**config.mk**
```make
export PLATFORM = sky130hd
export DESIGN_NAME = match_event_counter
export DESIGN_NICKNAME = d
export VERILOG_FILES = /design/src/rtl/match_event_counter_pkg.sv /design/src/rtl/match_event_counter_bcd_to_7seg.sv /design/src/rtl/match_event_counter.sv
export SDC_FILE = /design/constraint.sdc
export NUM_CORES = 1
export LEC_CHECK = 0
export BUFFER_PORTS_ARGS = -buffer_cell sky130_fd_sc_hd__buf_2
export CAP_MARGIN = 10
export CELL_PAD_IN_SITES_DETAIL_PLACEMENT = 1
export CELL_PAD_IN_SITES_GLOBAL_PLACEMENT = 2
export CORE_MARGIN = 3
export CORE_UTILIZATION = 29
export DETAILED_ROUTE_END_ITERATION = 8
export PLACE_DENSITY_LB_ADDON = 0.1
export SLEW_MARGIN = 20
export SYNTH_ARGS = -nofsm -noshare
export SYNTH_HDL_FRONTEND = slang
export SYNTH_HIERARCHICAL = 1
export SYNTH_SLANG_ARGS = --single-unit
```
**constraint.sdc**
```tcl
create_clock -name clk -period 2.3 [get_ports clk]
set_input_delay 0.345 -clock clk [delete_from_list [all_inputs] [get_ports clk]]
set_output_delay 0.345 -clock clk [all_outputs]
set_load 0.05 [all_outputs]
```
**src/rtl/match_event_counter_pkg.sv**
```systemverilog
// Shared constants for the match event counter: active-low segment
// patterns in {g,f,e,d,c,b,a} order and BCD digit limits.
package match_event_counter_pkg;

    localparam logic [6:0] SEG_0     = 7'b1000000;
    localparam logic [6:0] SEG_1     = 7'b1111001;
    localparam logic [6:0] SEG_2     = 7'b0100100;
    localparam logic [6:0] SEG_3     = 7'b0110000;
    localparam logic [6:0] SEG_4     = 7'b0011001;
    localparam logic [6:0] SEG_5     = 7'b0010010;
    localparam logic [6:0] SEG_6     = 7'b0000010;
    localparam logic [6:0] SEG_7     = 7'b1111000;
    localparam logic [6:0] SEG_8     = 7'b0000000;
    localparam logic [6:0] SEG_9     = 7'b0010000;
    localparam logic [6:0] SEG_BLANK = 7'b1111111;

    localparam logic [3:0] BCD_NINE  = 4'd9;

    typedef struct packed {
        logic [3:0] tens;
        logic [3:0] units;
    } bcd2_t;

endpackage

```
**src/rtl/match_event_counter_bcd_to_7seg.sv**
```systemverilog
// Combinational BCD digit to active-low 7-segment decoder.
// Codes 10..15 cannot occur in normal operation and show blank.
module match_event_counter_bcd_to_7seg
    import match_event_counter_pkg::*;
(
    input  logic [3:0] i_bcd,
    output logic [6:0] o_seg
);

    always_comb begin
        o_seg = SEG_BLANK;
        case (i_bcd)
            4'd0:    o_seg = SEG_0;
            4'd1:    o_seg = SEG_1;
            4'd2:    o_seg = SEG_2;
            4'd3:    o_seg = SEG_3;
            4'd4:    o_seg = SEG_4;
            4'd5:    o_seg = SEG_5;
            4'd6:    o_seg = SEG_6;
            4'd7:    o_seg = SEG_7;
            4'd8:    o_seg = SEG_8;
            4'd9:    o_seg = SEG_9;
            default: o_seg = SEG_BLANK;
        endcase
    end

endmodule

```
**src/rtl/match_event_counter.sv**
```systemverilog
// Counts rising edges of the detector level z as 2-digit BCD, tracks the
// longest z-high run, and drives two active-low 7-segment digits.
module match_event_counter
    import match_event_counter_pkg::*;
#(
    parameter int RUN_W = 4
) (
    input  logic             clk,
    input  logic             reset,
    input  logic             z,
    input  logic             clr,
    input  logic             hold,
    output logic             evt,
    output logic [7:0]       count_bcd,
    output logic             ovf,
    output logic [RUN_W-1:0] run_max,
    output logic [6:0]       hex0,
    output logic [6:0]       hex1
);

    localparam logic [RUN_W-1:0] RUN_SAT = '1;

    logic             r_z_q;
    logic             r_evt;
    bcd2_t            r_count;
    logic             r_ovf;
    logic [RUN_W-1:0] r_run_cur;
    logic [RUN_W-1:0] r_run_max;
    logic [6:0]       r_hex0;
    logic [6:0]       r_hex1;

    logic             w_event;
    bcd2_t            w_count_next;
    logic             w_ovf_next;
    logic [RUN_W-1:0] w_run_next;
    logic [RUN_W-1:0] w_max_next;
    logic [6:0]       w_seg0;
    logic [6:0]       w_seg1;

    assign w_event = z & ~r_z_q;

    always_comb begin
        w_count_next = r_count;
        w_ovf_next   = r_ovf;
        if (clr) begin
            w_count_next = '0;
            w_ovf_next   = 1'b0;
        end else if (w_event) begin
            if (r_count.units == BCD_NINE) begin
                w_count_next.units = 4'd0;
                if (r_count.tens == BCD_NINE) begin
                    w_count_next.tens = 4'd0;
                    w_ovf_next        = 1'b1;
                end else begin
                    w_count_next.tens = r_count.tens + 4'd1;
                end
            end else begin
                w_count_next.units = r_count.units + 4'd1;
            end
        end
    end

    // run_max compares against the next run length so both move together
    always_comb begin
        w_run_next = '0;
        if (!clr && z) begin
            w_run_next = (r_run_cur == RUN_SAT) ? RUN_SAT
                                                : r_run_cur + 1'b1;
        end
        w_max_next = '0;
        if (!clr) begin
            w_max_next = (w_run_next > r_run_max) ? w_run_next : r_run_max;
        end
    end

    match_event_counter_bcd_to_7seg u_seg0 (
        .i_bcd (w_count_next.units),
        .o_seg (w_seg0)
    );

    match_event_counter_bcd_to_7seg u_seg1 (
        .i_bcd (w_count_next.tens),
        .o_seg (w_seg1)
    );

    always_ff @(posedge clk) begin
        if (reset) begin
            r_z_q     <= 1'b0;
            r_evt     <= 1'b0;
            r_count   <= '0;
            r_ovf     <= 1'b0;
            r_run_cur <= '0;
            r_run_max <= '0;
            r_hex0    <= SEG_0;
            r_hex1    <= SEG_0;
        end else begin
            r_z_q     <= z;
            r_evt     <= w_event & ~clr;
            r_count   <= w_count_next;
            r_ovf     <= w_ovf_next;
            r_run_cur <= w_run_next;
            r_run_max <= w_max_next;
            if (!hold) begin
                r_hex0 <= w_seg0;
                r_hex1 <= w_seg1;
            end
        end
    end

    assign evt       = r_evt;
    assign count_bcd = r_count;
    assign ovf       = r_ovf;
    assign run_max   = r_run_max;
    assign hex0      = r_hex0;
    assign hex1      = r_hex1;

endmodule

```
* Word level (Yosys, flattened, before mapping)
Memories as Yosys holds them, arrays and structs flattened. A register that Yosys moved wholly into a read port is not among the register bits. Cells that the tools add are included.
Word-level totals: register bits after elaboration 19, memory bits (read-only) 224, input bits 5, output and inout port bits 28, word-level logic and storage cells 33, memories 2
Cells by class: $add $sub $neg 3, $lt $le $gt $ge 1, equality and inequality tests 3, mux-type cells 7, bitwise operators 4, reduce and logical (&&, ||, !) cells 6
Memories:
- (name not given) | depth 16, bits a word 7, rd ports 1, clocked after memory_dff 1, wr ports 0, RTL line match_event_counter_bcd_to_7seg.sv:12 | case (i_bcd)
- (name not given) | depth 16, bits a word 7, rd ports 1, clocked after memory_dff 1, wr ports 0, RTL line match_event_counter_bcd_to_7seg.sv:12
Operators by type and width (number):
- $mux W4 | 5
- $mux W8 | 2
- $add A4 B1 Y4 const B | 3
- $eq A4 B4 Y1 const B | 3
- $gt A4 B4 Y1 | 1
- $logic_not A1 Y1 | 3
- $reduce_and A3 Y1 | 1
- $and A1 B1 Y1 | 2
- $not A1 Y1 | 2
- $reduce_or A2 Y1 | 1
- $logic_and A1 B1 Y1 | 1

* Logic depth before layout (Yosys ltp)
Gate-level depths: netlist (run 1).
depth after elaboration 5, depth in mapped cells 11, mapped depth without buffers 11

* Modules after synthesis
Netlist (run 1), hierarchy kept.
By module, submodules not included:
- match_event_counter | instances 1, cells an instance 156, area each 1433.9 sq um, sequential area each 660.6 sq um
- match_event_counter_bcd_to_7seg | instances 2, cells an instance 33, area each 210.2 sq um, sequential area each 0.0 sq um

* Least setup slack after synthesis (run 1)
No wires, ideal clock.
path type reg2reg, start reg r_count, in the netlist count_bcd[1], end reg r_hex1[3], in the netlist hex1[3], setup time 0.128 ns, arrival time 2.445 ns, data required time 2.172 ns, setup slack -0.273 ns, cell stages (with the launch flop) 12, buffers on the path 0, clock period less this slack 2.573 ns, cell sequence dfxtp_1 -> and4bb_1 -> and3_2 -> mux2i_1 -> nor2_1 -> inv_1 -> ha_1 -> or2_1 -> a21oi_2 -> a31oi_1 -> mux2i_1 -> nor2_1
RTL lines:
- from (decl) | RTL line match_event_counter.sv:25 | bcd2_t r_count;
- from (signal assigned) | RTL line match_event_counter.sv:99 | r_count <= w_count_next;
- to (decl) | RTL line match_event_counter.sv:30 | logic [6:0] r_hex1;

==> results of run 1 <==
==> synth_stat cells, types with 4 or more instances <==
master	instances
sky130_fd_sc_hd__nor2_1	41
sky130_fd_sc_hd__dfxtp_1	33
sky130_fd_sc_hd__mux2i_1	16
sky130_fd_sc_hd__ha_1	15
sky130_fd_sc_hd__inv_1	15
sky130_fd_sc_hd__nand2_1	12
sky130_fd_sc_hd__o21ai_0	12
sky130_fd_sc_hd__nand2b_1	10
sky130_fd_sc_hd__a21oi_1	8
sky130_fd_sc_hd__nor3_1	6
sky130_fd_sc_hd__a31oi_1	4
sky130_fd_sc_hd__buf_2	4
sky130_fd_sc_hd__nand3_1	4
sky130_fd_sc_hd__nor2b_1	4
==> placed cells by master (no fill, tap or decap), drive strengths merged, types with 6 or more instances in the layout <==
master and count:
buf 55, nor2 41, dfxtp 33, mux2i 16, ha 15, inv 15
nand2 12, o21ai 12, nand2b 10, a21oi 10, clkbuf 7, nor3 6
==> worst max-delay path: cells and delay by family, from the launching register on <==
family / cells / cell delay (ns)
AO/OA/AOI/OAI: 3 / 0.45
AND/OR/NAND/NOR: 6 / 1.16
buffers and inverters: 1 / 0.16
flip-flops: 1 / 0.33
==> path summary, 6_finish.rpt <==
check | start | end
max | r_z_q$_SDFF_PP0_ | hex1[6]$_SDFFE_PP1N_
min | z | r_z_q$_SDFF_PP0_
max reg2reg | r_z_q$_SDFF_PP0_ | hex1[6]$_SDFFE_PP1N_
min reg2reg | hex0[6]$_SDFFE_PP1N_ | hex0[6]$_SDFFE_PP1N_
==> power breakdown <==
group | total (mW) | switching (mW) | internal, mW | leakage [nW]
sequential | 0.585 | 0.00591 | 0.579 | 0.271
clock | 0.578 | 0.224 | 0.353 | 0.0585
combinational | 0.124 | 0.0799 | 0.0443 | 0.790
total | 1.29 | 0.310 | 0.977 | 1.12
==> per-layer routing <==
metal	global-route usage	part of all wire
met5	0	0
met4	0.0604	0.017
met3	0.0298	0.030
met2	0.239	0.52
met1	0.149	0.43
==> stage by stage <==
stage          TNS, ns   util  instance area, µm²  power (mW)  hold WS (ns)
6_report             0  0.396                2400        1.29         0.396
5_1_grt         -0.118  0.396                2400        1.35         0.419
4_1_cts              0  0.383                2320        1.32         0.390
3_5_place_dp   -0.0310  0.363                2200       0.723         0.458
3_3_place_gp   -0.0620  0.363                2200       0.723         0.449
2_1_floorplan        0      -                1870       0.685         0.414
==> cell type report <==
cell class	count	area (µm²)
Tap cell	75	93.8
Inverter	15	56.3
Clock inverter	1	30.0
Fill cell	743	3660
Sequential cell	33	674
Clock buffer	7	86.3
Multi-Input combinational cell	165	1130
Timing Repair Buffer	55	333
==> registers in the layout (all words and copies together) (netlist names) <==
| signal | cells |
|---|---|
| r_run_cur | 4 |
| hex0 | 7 |
| count_bcd | 8 |
| run_max | 4 |
| hex1 | 7 |
| ovf | 1 |
| r_z_q | 1 |
| evt | 1 |
==> kinds of logic (layout without fill, tap and decap cells) <==
logic type	Yosys count	after routing
simple gates	93	93
mux	17	17
buf+inv	24	78
flops	33	33
xor+xnor	4	4
compound gates	36	36
fa+ha+maj	15	15
==> what timing repair did <==
item                                    4_1_cts  5_1_grt
setup buffers                                 0        6
gates resized for setup                       1       15
hold buffers                                  0        0
pin swaps                                     0        7
endpoints found under the setup margin        2       13
==> impl_summary.md, run 1 <==
Power and ir drop
The worst ir drop on vdd is 0.337 mV. The power density of the placed cells is 536 nW/µm². Summed over all cells, the static leakage comes to 1.12 nW.

Worst setup path
STA puts the critical path data arrival time at 2.40 ns. The signal on the critical path passes through and4bb_2, and4_4, a222oi_1, buf_4, nor2_4, or2b_1, a21oi_2, nor2_1, nor2b_1, a211o_1. The required time reported for the critical path endpoint is 2.47 ns. For this design, the slowest cell found on the critical path is sky130_fd_sc_hd__dfxtp_2. The worst setup path is captured at a flop. In this run the worst path has a maximum fanout of 5. The worst setup path is of the flop to flop kind. The peak per-stage delay on the critical path is 0.33 ns. STA classifies the critical path startpoint as a flop. Measured in cells, the most critical reg-to-reg path has a length of 10. The reg2reg setup slack is 0.07 ns.

Floorplan
The boundary pin count is 33. The floorplan has 28 rows. The die span in y is 86.0 µm. The die is 86.0 µm wide. The initial utilization of the core area, before any placement, comes to 0.306.

The core outline area is 6060 µm². The floorplan step defined a die boundary enclosing 7390 µm².

Global routing
Across every metal layer, demand over resource in global routing totals 0.133. The via count of the first global-routing pass came to 1737. The sum of overflow across all layers after global routing is 0. Entering global routing, the biggest net connects 23 pins. The initial antenna violation count is 0. The first-pass GRT wire length is 7730 µm.

Clock tree
The total clock sinks is 33. The H-tree was split into 2 levels. The clock reaches the later pin of the worst-skew pair after 0.29 ns. The CTS tree is yes. The largest buffer count on any clock path is 2. After clock tree synthesis, the clock-pin slew on the worst setup and hold paths is 0.07 ns. The number of clock buffers added by TritonCTS is 5. The cell sitting at the root of the clock tree is a sky130_fd_sc_hd__clkbuf_8.

Layout
The number of antenna diodes in the final layout is 0. In the final design database the tool counted 295 nets. The fraction of final layout cells with drive strength greater than 1 is 0.322. Once layout is complete, the cells apart from fillers number 351.

The area overhead of the layout relative to synthesis is 29.6%.

STA
The total setup violations reported at the end of the flow is 0. For the final database, setup skew stands at 0.00970 ns. Of the available clock period, the critical path in the final layout requires 0.968. The smallest setup slack after layout is 0.0730 ns. Setup repair after global routing could not meet its margin everywhere. At the pin with the least slew margin, the transition time is 0.611 ns. The count of endpoints failing hold in the final timing report came to 0. Subtracting the final worst setup slack from the clock period gives 2.23 ns. The worst slew slack as a fraction of its limit is 0.591. Derived from the worst setup path, the maximum achievable clock frequency is 449 MHz.

The max-slew violation total from the final report came to 0.

Yosys
After synthesis, the netlist uses 42 different library cells. The cell area after technology mapping is 1850 µm². The most instantiated flip-flop cell in the synthesis netlist is sky130_fd_sc_hd__dfxtp_1. Yosys mapped a number of flops with a built-in enable equal to 0.

Of the total synthesized cell area, the portion taken by XOR and XNOR cells is 0.0189. Of the synthesized area, sequential elements account for 0.356. The post-synthesis sequential element count is 33. After synthesis, the cell types taking the most area are sky130_fd_sc_hd__dfxtp_1 (36%), sky130_fd_sc_hd__ha_1 (10%), sky130_fd_sc_hd__mux2i_1 (8.6%), sky130_fd_sc_hd__nor2_1 (8.3%), sky130_fd_sc_hd__nand2b_1 (3.4%). The post-synthesis share of cell area spent on full adders, half adders and majority gates is 0.101. The complex-gate fraction of the synthesized area is 0.121. The share of synthesized flip-flops with an asynchronous set or reset is 0. By area, the combinational part of the netlist is dominated by simple AND/OR/NAND/NOR gates. The share of synthesized area spent on multiplexers is 0.0924.

Of the total synthesized cell area, the portion taken by AND, OR, NAND and NOR gates is 0.251. The share of synthesized area in the top cell type comes to 0.356. The number of warnings issued by yosys is 6.

The biggest area contributor in the post-synthesis netlist is sky130_fd_sc_hd__dfxtp_1. After synthesis, the mean cell area works out to 8.35 µm². The cell count after synthesis is 222. The synthesized netlist net count is 242.

Routing
Dividing the detail-routed via count by the number of cells gives 4.77. Across all layers, the routed design uses 1675 vias. Dividing the detail-routed wire length by the instance count gives 13.5 µm. The first-iteration detailed-routing DRC count is 32. The number of routed nets with antenna violations is 0. Wires add up to 4720 µm. The pre-antenna-repair detailed-routing pass consisted of 6 iterations. For this run, design rule violations remaining after detail routing come to 0.

Place
Input and output buffers added on the ports amount to 32. Summed over all nets, the half-perimeter wirelength after detailed placement is 3450 µm. Counting tap cells, the placed design contains a total of 337 instances. Routability-driven placement finished with a final weighted congestion of 0.758. Timing analysis after detailed placement gives a worst setup slack of -0.0291 ns.

Status
The flow ran to the end, and the final reports show no timing, DRC or antenna violations.

Flow run
Across the run, the number of max-cap violations was 0.

Worst hold path
The number of cells traversed by the worst hold path is 3. The type of the worst min-delay path is primary input to flop.
(Power assumes the default switching activity.)
==> inputs of run 2 (changes only) <==
--- a/config.mk
+++ b/config.mk
@@ -5,15 +5,14 @@
 export SDC_FILE = /design/constraint.sdc
 export NUM_CORES = 1
 export LEC_CHECK = 0
-export BUFFER_PORTS_ARGS = -buffer_cell sky130_fd_sc_hd__buf_2
 export CAP_MARGIN = 10
 export CELL_PAD_IN_SITES_DETAIL_PLACEMENT = 1
 export CELL_PAD_IN_SITES_GLOBAL_PLACEMENT = 2
-export CORE_MARGIN = 3
-export CORE_UTILIZATION = 29
+export CORE_MARGIN = 5
+export CORE_UTILIZATION = 33
 export DETAILED_ROUTE_END_ITERATION = 8
+export DONT_BUFFER_PORTS = 1
 export PLACE_DENSITY_LB_ADDON = 0.1
-export SLEW_MARGIN = 20
 export SYNTH_ARGS = -nofsm -noshare
 export SYNTH_HDL_FRONTEND = slang
 export SYNTH_HIERARCHICAL = 1
==> run 2 against run 1 <==
Against the previous run: fmax increased by 0.91%; total power decreased by 8.9%; clock power fell by 15%; sequential power grew 3.9%; setup slack better by 0.020 ns; non-clock buffer count fell by 34; combinational power down 43%; cell area decreased by 7.1%; global-route usage decreased by 0.31 points; sequential share of layout area up 2.0 points; sequential cell count did not move; final cell count shrank 10%; largest power group unchanged; highest routed layer unchanged.
==> impl_summary.md, run 2 (synthesis gave the netlist of run 1 again) <==
Status
Run status: finished, final reports clean (unchanged).

STA
The minimum clock period after layout came to 2.21 ns (was 2.23 ns). The worst hold slack across all endpoints is 0.117 ns (was 0.396 ns). RSZ-0062 raised after global routing: true (unchanged). The slew at the pin closest to its max-slew limit is 0.534 ns (was 0.611 ns). The count of endpoints failing hold in the final timing report is 0 (unchanged). The total setup violations reported at the end of the flow is 0 (unchanged). The timing-limited maximum frequency is 453 MHz (was 449 MHz). The max-slew violation total from the final report was 0 (unchanged). The final critical-path share of the clock period was 0.960 (was 0.968). The largest clock skew in the final design was 0.00418 ns (was 0.00970 ns). The worst slew slack as a fraction of its limit was 0.644 (was 0.591).

Place
The post-placement cell count is 304 (was 337). The placer's final routability congestion estimate is 0.834 (was 0.758). The count of port buffers added during placement is 0 (was 32).

The HPWL reported at the end of detailed placement is 3420 µm (was 3450 µm).

Worst setup path
The required time reported for the critical path endpoint is 2.48 ns (was 2.47 ns). The largest fanout on the critical path is 5 (unchanged). The kind of capture point of the worst setup path is a flop (unchanged). The reg-to-reg critical path endpoint is hex1[6]$_SDFFE_PP1N_ (unchanged). The worst path arrival time was 2.39 ns (was 2.40 ns). The type of the setup path with the least slack is flop to flop (unchanged).

The cell count of the worst reg-to-reg path is 10 (unchanged). The startpoint kind of the worst setup timing path is a flop (unchanged). The reg-to-reg critical path startpoint is r_z_q$_SDFF_PP0_ (unchanged). The reg2reg setup slack is 0.09 ns (was 0.07 ns).

Layout
The total of fill cells in the finished design is 677 (was 743). Commonest cells after routing, fill and taps aside: sky130_fd_sc_hd__nor2_1 (37), sky130_fd_sc_hd__dfxtp_1 (27), sky130_fd_sc_hd__buf_4 (20) (was sky130_fd_sc_hd__nor2_1 (38), sky130_fd_sc_hd__buf_2 (32), sky130_fd_sc_hd__dfxtp_1 (26)). The area overhead of the layout relative to synthesis is 20.3% (was 29.6%). The fraction of final layout cells with drive strength greater than 1 is 0.235 (was 0.322). The flip-flop and latch area is 671 µm² (was 674 µm²). The antenna diode instance count is 0 (unchanged). The most common library cell in the layout ignoring fill and taps is sky130_fd_sc_hd__nor2_1 (unchanged). The count of placed standard cells in the final layout, fillers left out is 315 (was 351). The number of nets in the layout is 262 (was 295). The number of flip-flops in the largest register is 8 (unchanged).

The multi-input combinational cell area is 1150 µm² (was 1130 µm²).

Routing
The number of optimization iterations in the first detailed-route pass is 4 (was 6). The average wire per cell in the routed design is 14.2 µm (was 13.5 µm). The total wirelength of the detailed-routed design came to 4480 µm (was 4720 µm). The via density per instance was 4.95 (was 4.77). The first-iteration detailed-routing DRC count came to 62 (was 32).

The detailed-route via count is 1560 (was 1675). The number of routed nets with antenna violations is 0 (unchanged). The number of remaining DRC errors came to 0 (unchanged).

Clock tree
The clock slew seen by the registers of the worst setup and hold paths is 0.07 ns (about the same). The H-tree depth reported by CTS is 2 (unchanged). The number of buffers inserted during clock tree synthesis is 5 (unchanged). The CTS tree is yes (unchanged).

The count of hold-fix buffers inserted at cts came to 0 (unchanged). The cell at the root of the clock tree is sky130_fd_sc_hd__clkbuf_8 (unchanged). The largest buffer count on any clock path is 2 (unchanged). The clock latency at the later pin of the worst-skew pair is 0.29 ns (about the same). The total clock sinks is 33 (unchanged).

Power and ir drop
The combinational power share was 0.061 (was 0.097). The switching component of the power is 288 µW (was 310 µW). The power density of the placed cells was 525 nW/µm² (was 536 nW/µm²). The register share of total power is 0.519 (was 0.455). The internal power is 884 µW (was 977 µW). The switching power as a share of total power came to 0.246 (was 0.241). The leakage dissipation is 0.947 nW (was 1.12 nW).

The total design power is 1.17 mW (was 1.29 mW). The worst ir drop on vdd came to 0.225 mV (was 0.337 mV). The clock power share is 0.420 (was 0.449).

Floorplan
The die boundary width was 85.0 µm (was 86.0 µm). The floorplan die area is 7220 µm² (was 7390 µm²). The die span in y is 85.0 µm (was 86.0 µm). The effective utilization at floorplan is 0.339 (was 0.306). The core outline area came to 5470 µm² (was 6060 µm²). The boundary pin count is 33 (unchanged).

The standard-cell row count was 27 (was 28).

Worst hold path
The number of cells traversed by the worst hold path was 1 (was 3). The hold-critical path endpoint is r_z_q$_SDFF_PP0_ (unchanged). The launch instance of the worst min-delay path is reset (was z).

The type of the worst min-delay path is primary input to flop (unchanged).

Global routing
The aggregate global-route resource usage is 0.130 (was 0.133). The sum of overflow across all layers after global routing is 0 (unchanged). The maximum number of pins on one net before global-route repair is 23 (unchanged). The initial antenna violation count is 0 (unchanged). The via count of the first global-routing pass is 1635 (was 1737). The first-pass GRT wire length was 7670 µm (was 7730 µm).

Flow run
The number of max-cap violations came to 0 (unchanged).
-- run 2: cell types whose count changed in the layout (fill, tap and decap cells not counted), sizes merged --
cell and change:
clkinv +1, bufinv -1, nor2 +1, buf -34
-- run 2: cell type report --
class / instances / share of cell area
flip-flops and latches: 33 / 0.301
multi-input cells: 166 / 0.516
clock buffers: 7 / 0.0432
inverters: 15 / 0.0252
well taps: 72 / 0.0404
repair buffers: 21 / 0.0724
clock inverters: 1 / 0.00224
-- run 2: per-stage QoR --
step            util  area, µm²  worst slack (ns)  setup TNS (ns)
3_3_place_gp   0.374       2050            0.0861               0
5_1_grt        0.408       2230          -0.00586        -0.00586
4_1_cts        0.393       2150            0.0192               0
3_5_place_dp   0.374       2050            0.0287               0
2_1_floorplan      -       1870           0.00135               0
6_report       0.408       2230            0.0931               0
-- run 2: metal layers --
metal,track usage,vias up,part of all wire
li1,-,784,-
met1,0.143,744,0.40
met2,0.237,28,0.55
met3,0.0398,4,0.048
met4,0.0417,0,0.0098
met5,0,-,0
-- run 2: what timing repair did --
action | in CTS | in global routing
setup endpoints to repair | 0 | 15
resized for setup | 0 | 19
setup buffers | 0 | 3
-- run 2: worst max-delay path by stage --
stage               slack, ns  cells past startpoint                    start                      end
floorplan               0.001                     11  count_bcd[1]$_SDFF_PP0_     hex1[3]$_SDFFE_PP0N_
global placement         0.09                      8  r_run_cur[0]$_SDFF_PP0_  run_max[0]$_SDFFE_PP0N_
detailed placement       0.03                      9  count_bcd[1]$_SDFF_PP0_     hex1[6]$_SDFFE_PP1N_
CTS                      0.02                      9  r_run_cur[0]$_SDFF_PP0_  run_max[2]$_SDFFE_PP0N_
global route           -0.006                     12  count_bcd[0]$_SDFF_PP0_     hex0[0]$_SDFFE_PP0N_
finish                   0.09                     10         r_z_q$_SDFF_PP0_     hex1[6]$_SDFFE_PP1N_
-- run 2: power by group through the flow --
stage	sequential, mW	combinational (mW)	clock, mW
after global routing	0.609	0.0804	0.542
final	0.608	0.0713	0.493
after CTS	0.607	0.0716	0.523
after global placement	0.621	0.0682	0
after detailed placement	0.621	0.0713	0
after floorplan	0.624	0.0610	0
-- run 2: worst max-delay path, cell delays in order, from the launching register on --
cell and delay [ns]:
sky130_fd_sc_hd__dfxtp_2 0.33, sky130_fd_sc_hd__and4bb_2 0.34, sky130_fd_sc_hd__and4_4 0.24, sky130_fd_sc_hd__a222oi_1 0.09, sky130_fd_sc_hd__buf_4 0.17, sky130_fd_sc_hd__nor2_4 0.13
sky130_fd_sc_hd__or2b_1 0.30, sky130_fd_sc_hd__a21oi_2 0.13, sky130_fd_sc_hd__nor2_1 0.05, sky130_fd_sc_hd__nor2b_1 0.12, sky130_fd_sc_hd__a211o_1 0.21
==> inputs of run 3 (changes only) <==
--- a/config.mk
+++ b/config.mk
@@ -9,7 +9,7 @@
 export CELL_PAD_IN_SITES_DETAIL_PLACEMENT = 1
 export CELL_PAD_IN_SITES_GLOBAL_PLACEMENT = 2
 export CORE_MARGIN = 5
-export CORE_UTILIZATION = 33
+export CORE_UTILIZATION = 37
 export DETAILED_ROUTE_END_ITERATION = 8
 export DONT_BUFFER_PORTS = 1
 export PLACE_DENSITY_LB_ADDON = 0.1
==> constraint.sdc (replaced) <==
create_clock -name clk -period 2.1 [get_ports clk]
set_input_delay 0.315 -clock clk [delete_from_list [all_inputs] [get_ports clk]]
set_output_delay 0.315 -clock clk [all_outputs]
set_load 0.05 [all_outputs]
==> run 3 against run 2 <==
Against the previous run: the run now ends with setup timing left; clock power rose by 18%; cell area rose by 10%; sequential share of layout area shrank 2.1 points; first-iteration DRC count down 18%; setup slack got worse by 0.20 ns.
==> impl_summary.md, run 3 (synthesis gave the netlist of run 1 again) <==
Status
Run status: finished, violations left (was finished, final reports clean). The checks that failed: setup timing.

Power and ir drop
The power density of the placed cells is 541 nW/µm² (was 525 nW/µm²). The switching power as a share of total power is 0.231 (was 0.246). The register share of total power is 0.494 (was 0.519). The clock power share is 0.436 (was 0.420).

The worst ir drop on vdd was 0.347 mV (was 0.225 mV). The switching component of the power is 308 µW (was 288 µW). The combinational power share came to 0.071 (was 0.061). The leakage dissipation came to 1.05 nW (was 0.947 nW).

The internal power is 1.03 mW (was 884 µW).

Worst setup path
Cells along the critical path: and4bb_2, o2111ai_2, a222oi_1, buf_4, nor2_2, buf_6, nand2b_4, a21oi_2, nor2_1, nor2b_1, a211o_1 (was and4bb_2, and4_4, a222oi_1, buf_4, nor2_4, or2b_1, a21oi_2, nor2_1, nor2b_1, a211o_1). The type of the setup path with the least slack is flop to flop (unchanged). The worst path arrival time is 2.39 ns (about the same).

The required time reported for the critical path endpoint is 2.28 ns (was 2.48 ns). The startpoint kind of the worst setup timing path is a flop (unchanged). The peak per-stage delay on the critical path came to 0.35 ns (was 0.34 ns). The kind of capture point of the worst setup path is a flop (unchanged). The master of the slowest instance on the critical path is sky130_fd_sc_hd__a222oi_1 (was sky130_fd_sc_hd__and4bb_2).

The largest fanout on the critical path is 8 (was 5).

Clock tree
The clock slew seen by the registers of the worst setup and hold paths is 0.07 ns (about the same). The count of hold-fix buffers inserted at cts is 0 (unchanged). The CTS tree is yes (unchanged). The H-tree depth reported by CTS is 2 (unchanged). The number of buffers inserted during clock tree synthesis is 5 (unchanged).

The total clock sinks is 33 (unchanged). The largest buffer count on any clock path came to 2 (unchanged). The clock latency at the later pin of the worst-skew pair is 0.29 ns (about the same).

The cell at the root of the clock tree was sky130_fd_sc_hd__clkbuf_8 (unchanged).

Floorplan
The effective utilization at floorplan is 0.387 (was 0.339). The floorplan die area was 6530 µm² (was 7220 µm²). The standard-cell row count is 25 (was 27). The boundary pin count is 33 (unchanged). The die boundary width came to 80.8 µm (was 85.0 µm). The die span in y is 80.8 µm (was 85.0 µm). The core outline area is 4790 µm² (was 5470 µm²).

STA
The worst slew slack as a fraction of its limit came to 0.633 (was 0.644). The max-slew violation total from the final report is 0 (unchanged). The slew at the pin closest to its max-slew limit is 0.550 ns (was 0.534 ns). The summed negative setup slack over all endpoints is -0.232 ns (was 0 ns). The smallest setup slack after layout is -0.103 ns (was 0.0931 ns). The total setup violations reported at the end of the flow is 5 (was 0). The worst hold slack across all endpoints is 0.0847 ns (was 0.117 ns).

The timing-limited maximum frequency is 454 MHz (was 453 MHz). RSZ-0062 raised after global routing: true (unchanged). The minimum clock period after layout came to 2.20 ns (was 2.21 ns). The count of endpoints failing hold in the final timing report is 0 (unchanged).

The largest clock skew in the final design is 0.00585 ns (was 0.00418 ns). The final critical-path share of the clock period is 1.05 (was 0.960).

Layout
The fraction of final layout cells with drive strength greater than 1 came to 0.351 (was 0.235). The most common library cell in the layout ignoring fill and taps is sky130_fd_sc_hd__buf_4 (was sky130_fd_sc_hd__nor2_1). Commonest cells after routing, fill and taps aside: sky130_fd_sc_hd__buf_4 (35), sky130_fd_sc_hd__nor2_1 (34), sky130_fd_sc_hd__dfxtp_1 (23) (was sky130_fd_sc_hd__nor2_1 (37), sky130_fd_sc_hd__dfxtp_1 (27), sky130_fd_sc_hd__buf_4 (20)).

The area overhead of the layout relative to synthesis is 32.9% (was 20.3%). The number of flip-flops in the largest register came to 8 (unchanged). The final design utilization is 0.515 (was 0.408). The count of placed standard cells in the final layout, fillers left out is 326 (was 315). The number of nets in the layout came to 278 (was 262). The antenna diode instance count came to 0 (unchanged). The total of fill cells in the finished design is 566 (was 677).

Global routing
The maximum number of pins on one net before global-route repair is 23 (unchanged). The initial antenna violation count came to 0 (unchanged). The aggregate global-route resource usage is 0.165 (was 0.130). The first-pass GRT wire length is 8250 µm (was 7670 µm).

The via count of the first global-routing pass came to 1759 (was 1635). The sum of overflow across all layers after global routing is 0 (unchanged).

Routing
The average wire per cell in the routed design was 14.7 µm (was 14.2 µm). The via density per instance is 4.98 (was 4.95). The number of remaining DRC errors came to 0 (unchanged). The total wirelength of the detailed-routed design is 4790 µm (was 4480 µm). The first-iteration detailed-routing DRC count is 51 (was 62). The number of optimization iterations in the first detailed-route pass is 4 (unchanged). The detailed-route via count is 1623 (was 1560). The number of routed nets with antenna violations was 0 (unchanged).

Place
The placer's final routability congestion estimate came to 0.786 (was 0.834). The count of port buffers added during placement is 0 (unchanged). The worst setup slack after placement was -0.191 ns (was 0.0287 ns).

The HPWL reported at the end of detailed placement came to 3650 µm (was 3420 µm). The post-placement cell count is 311 (was 304).

Flow run
The number of max-cap violations is 0 (unchanged).

Worst hold path
The type of the worst min-delay path is primary input to flop (unchanged).
[run 3: worst paths after layout]
kind	cells past startpoint	slack (ns)	start	to
setup / recovery	11	-0.10	count_bcd[1]$_SDFF_PP0_	hex1[6]$_SDFFE_PP1N_
hold / removal	1	0.08	reset	r_z_q$_SDFF_PP0_
setup reg to reg	11	-0.10	count_bcd[1]$_SDFF_PP0_	hex1[6]$_SDFFE_PP1N_
hold reg to reg	2	0.61	count_bcd[6]$_SDFF_PP0_	count_bcd[6]$_SDFF_PP0_
[run 3: repair_timing]
action	CTS	global route
hold endpoints to repair	0	0
buffers inserted	6	1
pin swaps	21	8
endpoints found under the setup margin	14	18
resized for setup	20	14
[run 3: worst max-delay path: cells and delay by family, from the launching register on]
kind | cells | cell delay [ns]
AND/OR/NAND/NOR | 5 | 0.67
flip-flops | 1 | 0.34
AO/OA/AOI/OAI | 4 | 0.79
buffers and inverters | 2 | 0.30
[run 3: area by class of cell]
class / count / area (µm²) / area share
multi-input combinational: 165 / 1230 / 0.501
sequential: 33 / 688 / 0.279
timing repair buffer: 38 / 297 / 0.120
tap: 67 / 83.8 / 0.0340
clock buffer: 6 / 72.6 / 0.0294
inverter: 15 / 56.3 / 0.0228
clock inverter: 2 / 33.8 / 0.0137
[run 3: power by group through the flow]
stage | clock (mW) | combinational [mW] | sequential (mW)
after detailed placement | 0 | 0.0867 | 0.675
final | 0.581 | 0.0942 | 0.659
after CTS | 0.605 | 0.0934 | 0.660
after floorplan | 0 | 0.0712 | 0.680
after global placement | 0 | 0.0834 | 0.674
after global routing | 0.634 | 0.104 | 0.660
[run 3: metrics by stage]
stage,area [µm²],power [mW]
4_1_cts,2420,1.36
6_report,2460,1.33
5_1_grt,2460,1.40
3_5_place_dp,2200,0.762
2_1_floorplan,1940,0.751
3_3_place_gp,2200,0.758
[run 3: layer usage]
metal | GRT usage | vias to the layer above | part of all wire
met5 | 0 | - | 0
met4 | 0.0743 | 0 | 0.024
met3 | 0.0443 | 12 | 0.042
met2 | 0.310 | 20 | 0.52
met1 | 0.168 | 774 | 0.41
li1 | - | 817 | -
